--- config.mk ---
export PLATFORM = sky130hd
export DESIGN_NAME = if_id_queue
export DESIGN_NICKNAME = d
export VERILOG_FILES = /design/src/rtl/if_id_queue.sv
export SDC_FILE = /design/constraint.sdc
export NUM_CORES = 1
export LEC_CHECK = 0
export CAP_MARGIN = 20
export CORE_MARGIN = 5
export CORE_UTILIZATION = 46
export DETAILED_ROUTE_END_ITERATION = 6
export GPL_ROUTABILITY_DRIVEN = 0
export PLACE_DENSITY = 0.77
export SLEW_MARGIN = 20
export SYNTH_ARGS = -nofsm -noshare
export SYNTH_HDL_FRONTEND = slang
export SYNTH_SLANG_ARGS = --single-unit
--- constraint.sdc ---
create_clock -name dclk -period 4.3 [get_ports dclk]
set_input_delay 1.075 -clock dclk [delete_from_list [all_inputs] [get_ports dclk]]
set_output_delay 1.075 -clock dclk [all_outputs]
set_load 0.01 [all_outputs]
--- src/rtl/if_id_queue.sv ---
// if_id_queue
//   Instruction queue between the byte-serial fetch stage and decode.
//   Holds up to DEPTH completed {pc, inst} words from fetch and hands them
//   to decode in order over a valid/ready handshake. A flush empties the
//   queue in one cycle on a redirect.
//
// Ports
//   dclk        clock, all state updates on posedge
//   rst         asynchronous active-high reset
//   rdy         global ready; low freezes all state
//   inst_i      instruction word from fetch
//   pc_i        PC of inst_i
//   valid_i     fetch offers inst_i/pc_i this cycle
//   ready_o     queue accepts a push (rdy & ~full)
//   flush_i     discard all entries
//   ready_i     decode accepts the head entry
//   valid_ID_o  head entry valid (rdy & non-empty)
//   inst_ID_o   head instruction, NOP (addi x0,x0,0) when empty
//   pc_ID_o     head PC, 0 when empty
//   count_o     current occupancy, 0..DEPTH
module if_id_queue #(
  parameter int DEPTH = 2,
  parameter int PTR_W = $clog2(DEPTH)
) (
  input  logic             dclk,
  input  logic             rst,
  input  logic             rdy,
  input  logic [31:0]      inst_i,
  input  logic [31:0]      pc_i,
  input  logic             valid_i,
  output logic             ready_o,
  input  logic             flush_i,
  input  logic             ready_i,
  output logic             valid_ID_o,
  output logic [31:0]      inst_ID_o,
  output logic [31:0]      pc_ID_o,
  output logic [PTR_W:0]   count_o
);

  localparam logic [31:0]    NOP      = 32'h0000_0013;
  localparam logic [PTR_W:0] FULL_CNT = (PTR_W + 1)'(DEPTH);

  logic [63:0]      mem [DEPTH];
  logic [PTR_W-1:0] rd;
  logic [PTR_W-1:0] wr;
  logic [PTR_W:0]   count;

  logic full;
  logic empty;
  logic push;
  logic pop;

  assign full  = (count == FULL_CNT);
  assign empty = (count == '0);

  // Handshake outputs come only from registered state and rdy, so there is
  // no combinational path from valid_i or ready_i to either of them.
  assign ready_o    = rdy & ~full;
  assign valid_ID_o = rdy & ~empty;

  assign push = valid_i & ready_o;
  assign pop  = valid_ID_o & ready_i;

  // Show-ahead head; still reflects the stored head while rdy is low.
  assign inst_ID_o = empty ? NOP   : mem[rd][31:0];
  assign pc_ID_o   = empty ? 32'h0 : mem[rd][63:32];
  assign count_o   = count;

  // Control state: pointers and occupancy. Flush only acts while rdy is
  // high and overrides any push/pop in the same cycle.
  always_ff @(posedge dclk or posedge rst) begin
    if (rst) begin
      rd    <= '0;
      wr    <= '0;
      count <= '0;
    end else if (rdy) begin
      if (flush_i) begin
        rd    <= '0;
        wr    <= '0;
        count <= '0;
      end else begin
        if (push) wr <= wr + PTR_W'(1);
        if (pop)  rd <= rd + PTR_W'(1);
        if (push && !pop)      count <= count + (PTR_W + 1)'(1);
        else if (pop && !push) count <= count - (PTR_W + 1)'(1);
      end
    end
  end

  // Storage: cleared on reset; a push during a flush is dropped.
  always_ff @(posedge dclk or posedge rst) begin
    if (rst) begin
      for (int i = 0; i < DEPTH; i++) mem[i] <= '0;
    end else if (push && !flush_i) begin
      mem[wr] <= {pc_i, inst_i};
    end
  end

endmodule

Word-level counts from Yosys, hierarchy flattened
Cells that the tools add are included.

Flip-flop bits (word level): 132. Bits of input ports: 70. Word-level logic and storage cells: 50. Output and inout port bits: 68.

Equality and inequality tests: 1. Reduce and logical (&&, ||, !) cells: 14. Order comparisons: 3. Mux-type cells: 15. Bitwise logic cells: 8. $add $sub $neg: 4.

Operators with widths (number): $mux W64 (4); $bwmux W128 (1); $demux W64 S1 (1); $mux W32 (2); $mux W2 (3); $reduce_and A2 Y1 (3); $and A1 B1 Y1 (4); $ge A2 B2 Y1 const B (2); $logic_and A1 B1 Y1 (4); $mux W1 (4); $not A1 Y2 (2); $reduce_bool A2 Y1 (2); $logic_not A1 Y1 (3); $reduce_bool A3 Y1 (1); $add A1 B1 Y1 const B (2); $add A2 B1 Y2 const B (1); $eq A2 B2 Y1 const B (1); $logic_not A2 Y1 (1); $lt A2 B1 Y1 const B (1); $not A1 Y1 (2); $sub A2 B1 Y2 const B (1).

Depth between registers and ports, before layout
Gate-level depths: netlist (run 1).

Word-level depth: 9. Gate-level depth with buffers: 7. Gate-level depth less buffers: 4.

Least setup slack after synthesis (run 1)
No wires, ideal clock.

Path kind: input to register. From: input port valid_i. To: register mem[100] (netlist name). Path buffers: 3. Library setup time: 125 ps. Data required time: 4175 ps. Slack: 1797 ps. Cell stages on the path: 6. Arrival: 2377 ps. Path through: clkbuf_1 -> nand2_1 -> or4_1 -> buf_4 -> buf_6 -> mux2_4.

Word-level cells in the longest chain between the ends: 2.

Ends and longest elaborated chain: start: declaration (RTL line 30) `input logic valid_i,`; $and A1 B1 Y1 (RTL line 61) `assign push = valid_i & ready_o;`; $logic_and A1 B1 Y1 (RTL line 94) `end else if (push && !flush_i) begin`; end signal: indexed assignment (RTL line 95) `mem[wr] <= {pc_i, inst_i};`; end: declaration (RTL line 43) `logic [63:0] mem [DEPTH];`.

Every way passes these cells. A chain may end at the register's enable or synchronous reset.

Worst setup path after layout (run 1)
From: register count[1], in the netlist count_o[1]. To: output port pc_ID_o[10].

Word-level cells in the longest chain between the ends: 2.

Ends and longest elaborated chain: start: declaration (RTL line 46) `logic [PTR_W:0] count;`; start signal: assignment (RTL line 84) `if (push && !pop) count <= count + (PTR_W + 1)'(1);`; start signal: assignment (RTL line 85) `else if (pop && !push) count <= count - (PTR_W + 1)'(1);`; $logic_not A2 Y1 (RTL line 54) `assign empty = (count == '0);`; $mux W32 (RTL line 66) `assign pc_ID_o = empty ? 32'h0 : mem[rd][63:32];`; end: declaration (RTL line 36) `output logic [31:0] pc_ID_o,`.

Every way passes these cells.

==> flow_summary.yaml, run 1 <==
die:
  ios: 138
  core_area_um2: 13200
  rows: 42
  die_h_um: 126
  initial_core_util: 0.468
  dieArea_um2: 15900
  die_x_um: 126
clock_tree:
  cts_root_buf: "clkbuf_16"
  clk_latency_ns: 0.41
  postCtsSetupBuffers: 0
  cts-resized-gates: 0
  cts_made_buffers: 17
  cts_tree: "yes"
  clk_pin_slew_ns: 0.06
  hold_buffers: 0
  htree_levels: 4
  cts_sinks: 132
  clockBufferDepth: 2
power_and_ir_drop:
  clkPwrFrac: 0.301
  p_leak_nw: 3.68
  combPwrFrac: 0.287
  power_mw: 4.77
  p_per_area_nw_per_um2: 571
  irDropWorstVdd_mv: 0.342
  p_seq_frac: 0.412
  switching_share: 0.266
  netSwitchingPower_mw: 1.27
  internal-power_mw: 3.50
sta:
  setup_violations: 0
  post-route-min-period_ns: 3.56
  drv_slew: 0
  fmax_mhz: 281
  slew_headroom: 0.467
  fin_ws_ns: 0.740
  finalCritPeriodShare: 0.828
  rsz0062_at_grt: "no"
  hold_viol: 0
  finalSetupTns_ns: 0
  clock_skew_ns: 0.00485
  worst_pin_slew_ns: 0.798
  worst_hold_slack_ns: 0.502
placement:
  dp_worst_setup_slack_ns: 0.802
  dp.cells: 738
  dpl.hpwl_mm: 8.98
  io_buffers: 137
  placed_cell_area_um2: 7750
setup_path:
  worst-path-max-fanout: 33
  end_kind: "primary output"
  r2r_cells: 5
  rrSetupSlack_ns: 1.87
  path_class: "reg -> out"
  timing.critical_path.to: "pc_ID_o[10]"
  worstPathRequired_ns: 3.22
  start_kind: "flip-flop"
  r2r_end: "mem[94]$_DFFE_PP0P_"
  startpoint: "count_o[1]$_DFFE_PP0P_"
  r2r-start: "count_o[0]$_DFFE_PP0P_"
  arrival_ns: 2.48
min_path:
  hold_class: "reg -> reg"
final_layout:
  nFillCells: 1043
  layout.nets: 652
  area_delta_synth_final_pct: 34.9
  utilization: 0.631
  diodes: 0
  fin_cells: 770
  drive_gt1_frac: 0.290
  design_area_um2: 8350
yosys:
  syn_area_um2: 6190
  avgSynthCellArea_um2: 13.9
  syn_nets: 515
  synth.ff_latch_count: 132
  async_flop_share: 1.00
  synth-edff-count: 0
  syn_inst: 445
  ys_warn_count: 0
  synthFlopType: "dfrtp_1"
  ys_seq_area_frac: 0.533
  synth_cell_type_count: 26
drt:
  first_iter_violations: 239
  dr.pass1.iters: 5
  wl_per_cell_um: 17.9
  antenna_left: 0
  via_count: 3973
  route.detailed.drc: 0
  via_per_inst: 5.16
  wirelength_mm: 13.8
global_routing:
  top_usage_layer: "met2"
  first_global_vias: 4407
  grtUsageMet1: 0.224
  grt_use_met3: 0.0610
  grt_pass1_wl_mm: 23.0
  grt_util_met2: 0.304
  overflow: 0
  grt_use_total: 0.181
  grt_max_degree: 65
  antenna_found_initial: 0
run_status:
  status: "finished clean"
run:
  maxCapViolations: 0
critical path, stage by stage (launching register included):
cell and delay (ns):
dfrtp_1 0.50, nor2_4 0.68, buf_12 0.29, nor2_1 0.08, clkdlybuf4s50_1 0.51
logic make-up after synthesis:
logic type / after synthesis / synth area share
buffers and inverters: 31 / 0.0287
muxes: 193 / 0.374
DFF: 132 / 0.533
AOI/OAI and AO/OA: 11 / 0.0113
and+or+nand+nor: 78 / 0.0523
sequential cells by signal, summed over array words and instances (netlist names):
| register | count |
|---|---|
| mem | 128 |
| wr | 1 |
| rd | 1 |
| count_o | 2 |
synth_stat cells (2+ instances only):
master     instances  area (um2)
buf_2             10        50.1
clkbuf_1          12        45.0
buf_6              6        67.6
dfrtp_1          132        3300
mux2i_1           65         651
nand2_1            5        18.8
o21ai_0            3        15.0
a21oi_1            3        15.0
mux2_2            68         766
mux2_4            60         901
nor2_1            64         240
inv_1              2        7.51
o2bb2ai_1          2        17.5
layer usage:
| metal | wire length [um] | up-vias |
|---|---|---|
| met5 | 0 | - |
| met4 | 149 | 0 |
| met3 | 746 | 17 |
| met2 | 6890 | 100 |
| met1 | 6000 | 2027 |
| li1 | - | 1829 |
cells in the final DEF, fill, tap and decap left out, drive strengths merged, types with 2 or more instances in the layout:
| cell type | count |
|---|---|
| a21oi | 3 |
| buf | 10 |
| bufinv | 3 |
| clkbuf | 21 |
| clkdlybuf4s50 | 137 |
| clkinv | 4 |
| clkinvlp | 4 |
| dfrtp | 132 |
| mux2 | 128 |
| mux2i | 65 |
| nand2 | 5 |
| nand2b | 2 |
| nor2 | 64 |
| o21ai | 3 |
| o2bb2ai | 2 |
how the worst min path moves through the flow:
stage | from | endpoint | slack (ns) | cells past startpoint
after detailed placement | mem[69]$_DFFE_PP0P_ | mem[69]$_DFFE_PP0P_ | 0.49 | 1
after CTS | mem[35]$_DFFE_PP0P_ | mem[35]$_DFFE_PP0P_ | 0.51 | 1
after global routing | mem[46]$_DFFE_PP0P_ | mem[46]$_DFFE_PP0P_ | 0.52 | 1
after floorplan | mem[123]$_DFFE_PP0P_ | mem[123]$_DFFE_PP0P_ | 0.48 | 1
final | mem[17]$_DFFE_PP0P_ | mem[17]$_DFFE_PP0P_ | 0.50 | 1
after global placement | mem[21]$_DFFE_PP0P_ | mem[21]$_DFFE_PP0P_ | 0.49 | 1
area by class of cell:
class / count / area [um2] / area share
multi-input cells: 282 / 2720 / 0.326
clock buffers: 21 / 450 / 0.0539
repair buffers: 147 / 1510 / 0.181
flip-flops and latches: 132 / 3310 / 0.396
inverters: 2 / 11.3 / 0.00135
well taps: 176 / 220 / 0.0264
clock inverters: 10 / 133 / 0.0159
power by group through the flow:
stage / Clock, mW / Combinational [mW] / Sequential (mW)
detailed placement: 0 / 1.38 / 1.98
CTS: 1.46 / 1.39 / 1.97
finish: 1.44 / 1.37 / 1.96
global route: 1.52 / 1.49 / 2.03
floorplan: 0 / 0.926 / 1.89
global placement: 0 / 1.34 / 1.95
(Power assumes the default switching activity.)
==> inputs of run 2 (changes only) <==
- CORE_UTILIZATION: 46 -> 51
- PLACE_DENSITY: 0.77 -> 0.81
- clock period: 4.3 -> 3.7 ns (I/O delays scaled with it)
==> run 2 against run 1 <==
Effect of this change: worst setup slack got worse by 0.33 ns; global-route usage rose by 1.6 points; core utilization rose by 6.7 points; critical path depth did not move; clock skew rose by 0.0020 ns; sequential power rose by 17%; clock-buffer cell count rose by 1; critical path type unchanged; die area fell by 9.0%; sequential cell count did not move; non-clock buffer count rose by 1; via count rose by 1.2%.
==> flow_summary.yaml, run 2 (synthesis gave the netlist of run 1 again) <==
power_and_ir_drop:
  p_leak_nw: 3.70
  clkPwrFrac: 0.306
  netSwitchingPower_mw: 1.47
  internal-power_mw: 4.13
  power_mw: 5.60
  p_seq_frac: 0.409
  combPwrFrac: 0.285
  irDropWorstVdd_mv: 0.403
  p_per_area_nw_per_um2: 671
  switching_share: 0.263
final_layout:
  largest_reg_flops: 128
  layout_common_cells: "clkdlybuf4s50_1 (137), dfrtp_1 (131), mux2_2 (68)"
  regMostFlops: "mem"
  area_delta_synth_final_pct: 34.7
  final-seq-area_um2: 3310
  layout.nets: 653
  mostFrequentLayoutCell: "clkdlybuf4s50_1"
  drive_gt1_frac: 0.295
  nFillCells: 830
  diodes: 0
  multi_input_area_um2: 2720
sta:
  post-route-min-period_ns: 3.29
  worst_pin_slew_ns: 0.672
  rsz0062_at_grt: "no"
  clock_skew_ns: 0.00684
  finalCritPeriodShare: 0.888
  drv_slew: 0
  fmax_mhz: 304
  worst_hold_slack_ns: 0.504
  hold_viol: 0
  setup_violations: 0
  finalSetupTns_ns: 0
  slew_headroom: 0.552
placement:
  dpl.hpwl_mm: 8.99
  io_buffers: 137
setup_path:
  worst-path-max-fanout: 28
  r2r-start: "count_o[0]$_DFFE_PP0P_"
  path_class: "reg -> out"
  worstPathRequired_ns: 2.77
  rrSetupSlack_ns: 1.59
  start_kind: "flip-flop"
  r2r_end: "mem[66]$_DFFE_PP0P_"
  arrival_ns: 2.36
  end_kind: "primary output"
  startpoint: "rd$_DFFE_PP0P_"
  r2r_cells: 5
global_routing:
  first_global_vias: 4396
  grt_pass1_wl_mm: 22.3
  grt_use_total: 0.198
  overflow: 0
  antenna_found_initial: 0
  grt_max_degree: 73
drt:
  via_per_inst: 5.41
  dr.pass1.iters: 6
  wirelength_mm: 13.7
  route.detailed.drc: 0
  first_iter_violations: 247
  antenna_left: 0
  wl_per_cell_um: 18.5
  via_count: 4022
clock_tree:
  postCtsSetupBuffers: 0
  cts_tree: "yes"
  clockBufferDepth: 2
  clk_pin_slew_ns: 0.06
  cts_root_buf: "clkbuf_16"
  cts_sinks: 132
  clk_latency_ns: 0.41
  htree_levels: 4
  hold_buffers: 0
  cts-resized-gates: 0
  cts_made_buffers: 17
die:
  core_area_um2: 12000
  die_x_um: 120
  initial_core_util: 0.518
  die_h_um: 120
  ios: 138
  rows: 40
  dieArea_um2: 14400
min_path:
  min_path_cells: 1
  hold_class: "reg -> reg"
  holdCritStartpoint: "mem[5]$_DFFE_PP0P_"
  holdPathEnd: "mem[5]$_DFFE_PP0P_"
run_status:
  status: "finished clean"
run:
  maxCapViolations: 0
[run 2: cell count changes in the layout (fill, tap and decap cells not counted)]
cell,delta
buf_12,-1
buf_4,+2
clkbuf_8,+3
clkbuf_1,-2
clkinv_2,+2
clkinvlp_4,-2
[run 2: power by group through the flow]
stage | Clock [mW] | Sequential [mW] | Combinational (mW)
2_1_floorplan | 0 | 2.19 | 1.08
3_3_place_gp | 0 | 2.26 | 1.56
3_5_place_dp | 0 | 2.30 | 1.60
4_1_cts | 1.75 | 2.29 | 1.62
5_1_grt | 1.82 | 2.36 | 1.72
6_report | 1.71 | 2.29 | 1.59
[run 2: worst max path at each step]
| stage | end | slack [ns] | depth (start not counted) |
|---|---|---|---|
| global placement | valid_ID_o | 0.54 | 4 |
| floorplan | count_o[0]$_DFFE_PP0P_ | 1.14 | 1 |
| finish | pc_ID_o[15] | 0.41 | 4 |
| global route | pc_ID_o[15] | 0.30 | 4 |
| CTS | pc_ID_o[4] | 0.38 | 4 |
| detailed placement | valid_ID_o | 0.54 | 4 |
[run 2: metal layers]
metal	part of all wire	up-vias	global-route usage
met4	0.023	0	0.0866
li1	-	1831	-
met1	0.42	2056	0.237
met2	0.50	109	0.333
met5	0	-	0
met3	0.051	26	0.0552
[run 2: through the flow]
step | cells | cell area (um2) | setup slack [ns] | util
floorplan | 445 | 6200 | 1.14 | -
global placement | 711 | 7730 | 0.536 | 0.646
detailed placement | 711 | 7730 | 0.544 | 0.646
CTS | 743 | 8340 | 0.376 | 0.697
global route | 743 | 8340 | 0.302 | 0.697
finish | 743 | 8340 | 0.413 | 0.697
[run 2: final cells by class]
type                       instances  share of cell area
inverter                           2             0.00135
clock buffer                      22              0.0581
timing repair buffer             148               0.180
multi-input combinational        282               0.326
tap                              147              0.0221
clock inverter                    10              0.0153
sequential                       132               0.396
[run 2: critical path: stages (launching register included)]
cell	delay [ns]
dfrtp_4	0.77
buf_4	0.36
mux2i_1	0.26
nor2_1	0.07
clkdlybuf4s50_1	0.49
==> inputs of run 3 (changes only) <==
- CELL_PAD_IN_SITES_DETAIL_PLACEMENT: unset -> 1
- CELL_PAD_IN_SITES_GLOBAL_PLACEMENT: unset -> 1
- CORE_UTILIZATION: 51 -> 41
- HOLD_SLACK_MARGIN: unset -> 0.06
- PLACE_DENSITY: 0.81 -> unset
- PLACE_DENSITY_LB_ADDON: unset -> 0.1
- REMOVE_ABC_BUFFERS: unset -> 1
==> run 3 against run 2 <==
Effect of this change: power increased by 2.8%; sequential power about the same; non-clock buffer count decreased by 2.
==> flow_summary.yaml, run 3 (synthesis gave the netlist of run 1 again) <==
run_status:
  status: "finished clean"
drt:
  wirelength_mm: 15.2
  via_per_inst: 5.08
  wl_per_cell_um: 19.4
  antenna_left: 0
  first_iter_violations: 99
  route.detailed.drc: 0
  dr.pass1.iters: 4
  via_count: 3970
clock_tree:
  cts_tree: "yes"
  cts-resized-gates: 0
  clk_latency_ns: 0.42
  postCtsSetupBuffers: 0
  clockBufferDepth: 2
  cts_sinks: 132
  cts_made_buffers: 17
  clk_pin_slew_ns: 0.06
  cts_root_buf: "clkbuf_16"
  htree_levels: 4
  hold_buffers: 0
setup_path:
  start_kind: "flip-flop"
  cp_slowest_cell: "dfrtp_4"
  end_kind: "primary output"
  worstPathRequired_ns: 2.77
  slowest_delay_ns: 0.70
  crit_family: "buffers and inverters"
  critPathBufInv: 2
  arrival_ns: 2.38
  path_cells: "buf_12 > mux2i_1 > nor2_1 > clkdlybuf4s50_1"
  path_class: "reg -> out"
  worst-path-max-fanout: 32
sta:
  hold_viol: 0
  finalCritPeriodShare: 0.893
  worst_hold_slack_ns: 0.502
  rsz0062_at_grt: "no"
  worst_pin_slew_ns: 0.548
  clock_skew_ns: 0.00791
  drv_slew: 0
  finalSetupTns_ns: 0
  fmax_mhz: 303
  post-route-min-period_ns: 3.30
  setup_violations: 0
  slew_headroom: 0.635
final_layout:
  final-seq-area_um2: 3310
  multi_input_area_um2: 2720
  largest_reg_flops: 128
  mostFrequentLayoutCell: "clkdlybuf4s50_1"
  fin_cells: 782
  area_delta_synth_final_pct: 36.0
  layout.nets: 651
  diodes: 0
  regMostFlops: "mem"
  design_area_um2: 8420
  nFillCells: 1469
  layout_common_cells: "clkdlybuf4s50_1 (137), dfrtp_1 (131), mux2_2 (68)"
  drive_gt1_frac: 0.295
  utilization: 0.560
die:
  dieArea_um2: 17700
  die_x_um: 133
  core_area_um2: 15000
  initial_core_util: 0.412
  ios: 138
  die_h_um: 133
  rows: 45
placement:
  placed_cell_area_um2: 7760
  dp.cells: 750
  dpl.hpwl_mm: 9.68
  io_buffers: 137
power_and_ir_drop:
  netSwitchingPower_mw: 1.53
  combPwrFrac: 0.278
  p_per_area_nw_per_um2: 683
  irDropWorstVdd_mv: 0.371
  internal-power_mw: 4.23
  p_seq_frac: 0.399
  p_leak_nw: 3.71
  clkPwrFrac: 0.324
  switching_share: 0.266
global_routing:
  overflow: 0
  grt_max_degree: 65
  first_global_vias: 4618
  antenna_found_initial: 0
  grt_use_total: 0.178
  grt_pass1_wl_mm: 24.8
run:
  maxCapViolations: 0
min_path:
  hold_class: "reg -> reg"
## run 3: cell type report
| class | count | share of cell area |
|---|---|---|
| tap | 188 | 0.0279 |
| sequential | 132 | 0.393 |
| multi-input combinational | 282 | 0.323 |
| clock inverter | 13 | 0.0244 |
| timing repair buffer | 146 | 0.177 |
| inverter | 2 | 0.00119 |
| clock buffer | 19 | 0.0538 |
## run 3: worst paths after layout
| kind | from | end | slack [ns] | cells after the start |
|---|---|---|---|---|
| min in group asynchronous | rst | mem[72]$_DFFE_PP0P_ | 0.92 | 2 |
| hold reg to reg | mem[9]$_DFFE_PP0P_ | mem[9]$_DFFE_PP0P_ | 0.50 | 1 |
| setup reg to reg | count_o[0]$_DFFE_PP0P_ | mem[101]$_DFFE_PP0P_ | 1.41 | 5 |
| setup / recovery | rd$_DFFE_PP0P_ | inst_ID_o[14] | 0.40 | 4 |
| max in group asynchronous | rst | mem[54]$_DFFE_PP0P_ | 1.95 | 3 |
| hold / removal | mem[9]$_DFFE_PP0P_ | mem[9]$_DFFE_PP0P_ | 0.50 | 1 |
## run 3: metal layers
metal  track usage  wire, um
met1         0.228      6990
met4        0.0577       218
met5             0         0
met2         0.291      7310
met3        0.0521       678
## run 3: power by group through the flow
stage	Sequential [mW]	Combinational, mW	Clock, mW
after floorplan	2.23	1.05	0
after global placement	2.27	1.56	0
after detailed placement	2.31	1.61	0
after CTS	2.30	1.63	1.90
after global routing	2.36	1.74	1.97
final	2.29	1.60	1.86
## run 3: metrics by stage
stage	worst slack [ns]	total power, mW
after global placement	0.539	3.83
after floorplan	-0.751	3.28
final	0.397	5.76
after detailed placement	0.500	3.92
after CTS	0.395	5.83
after global routing	0.284	6.07
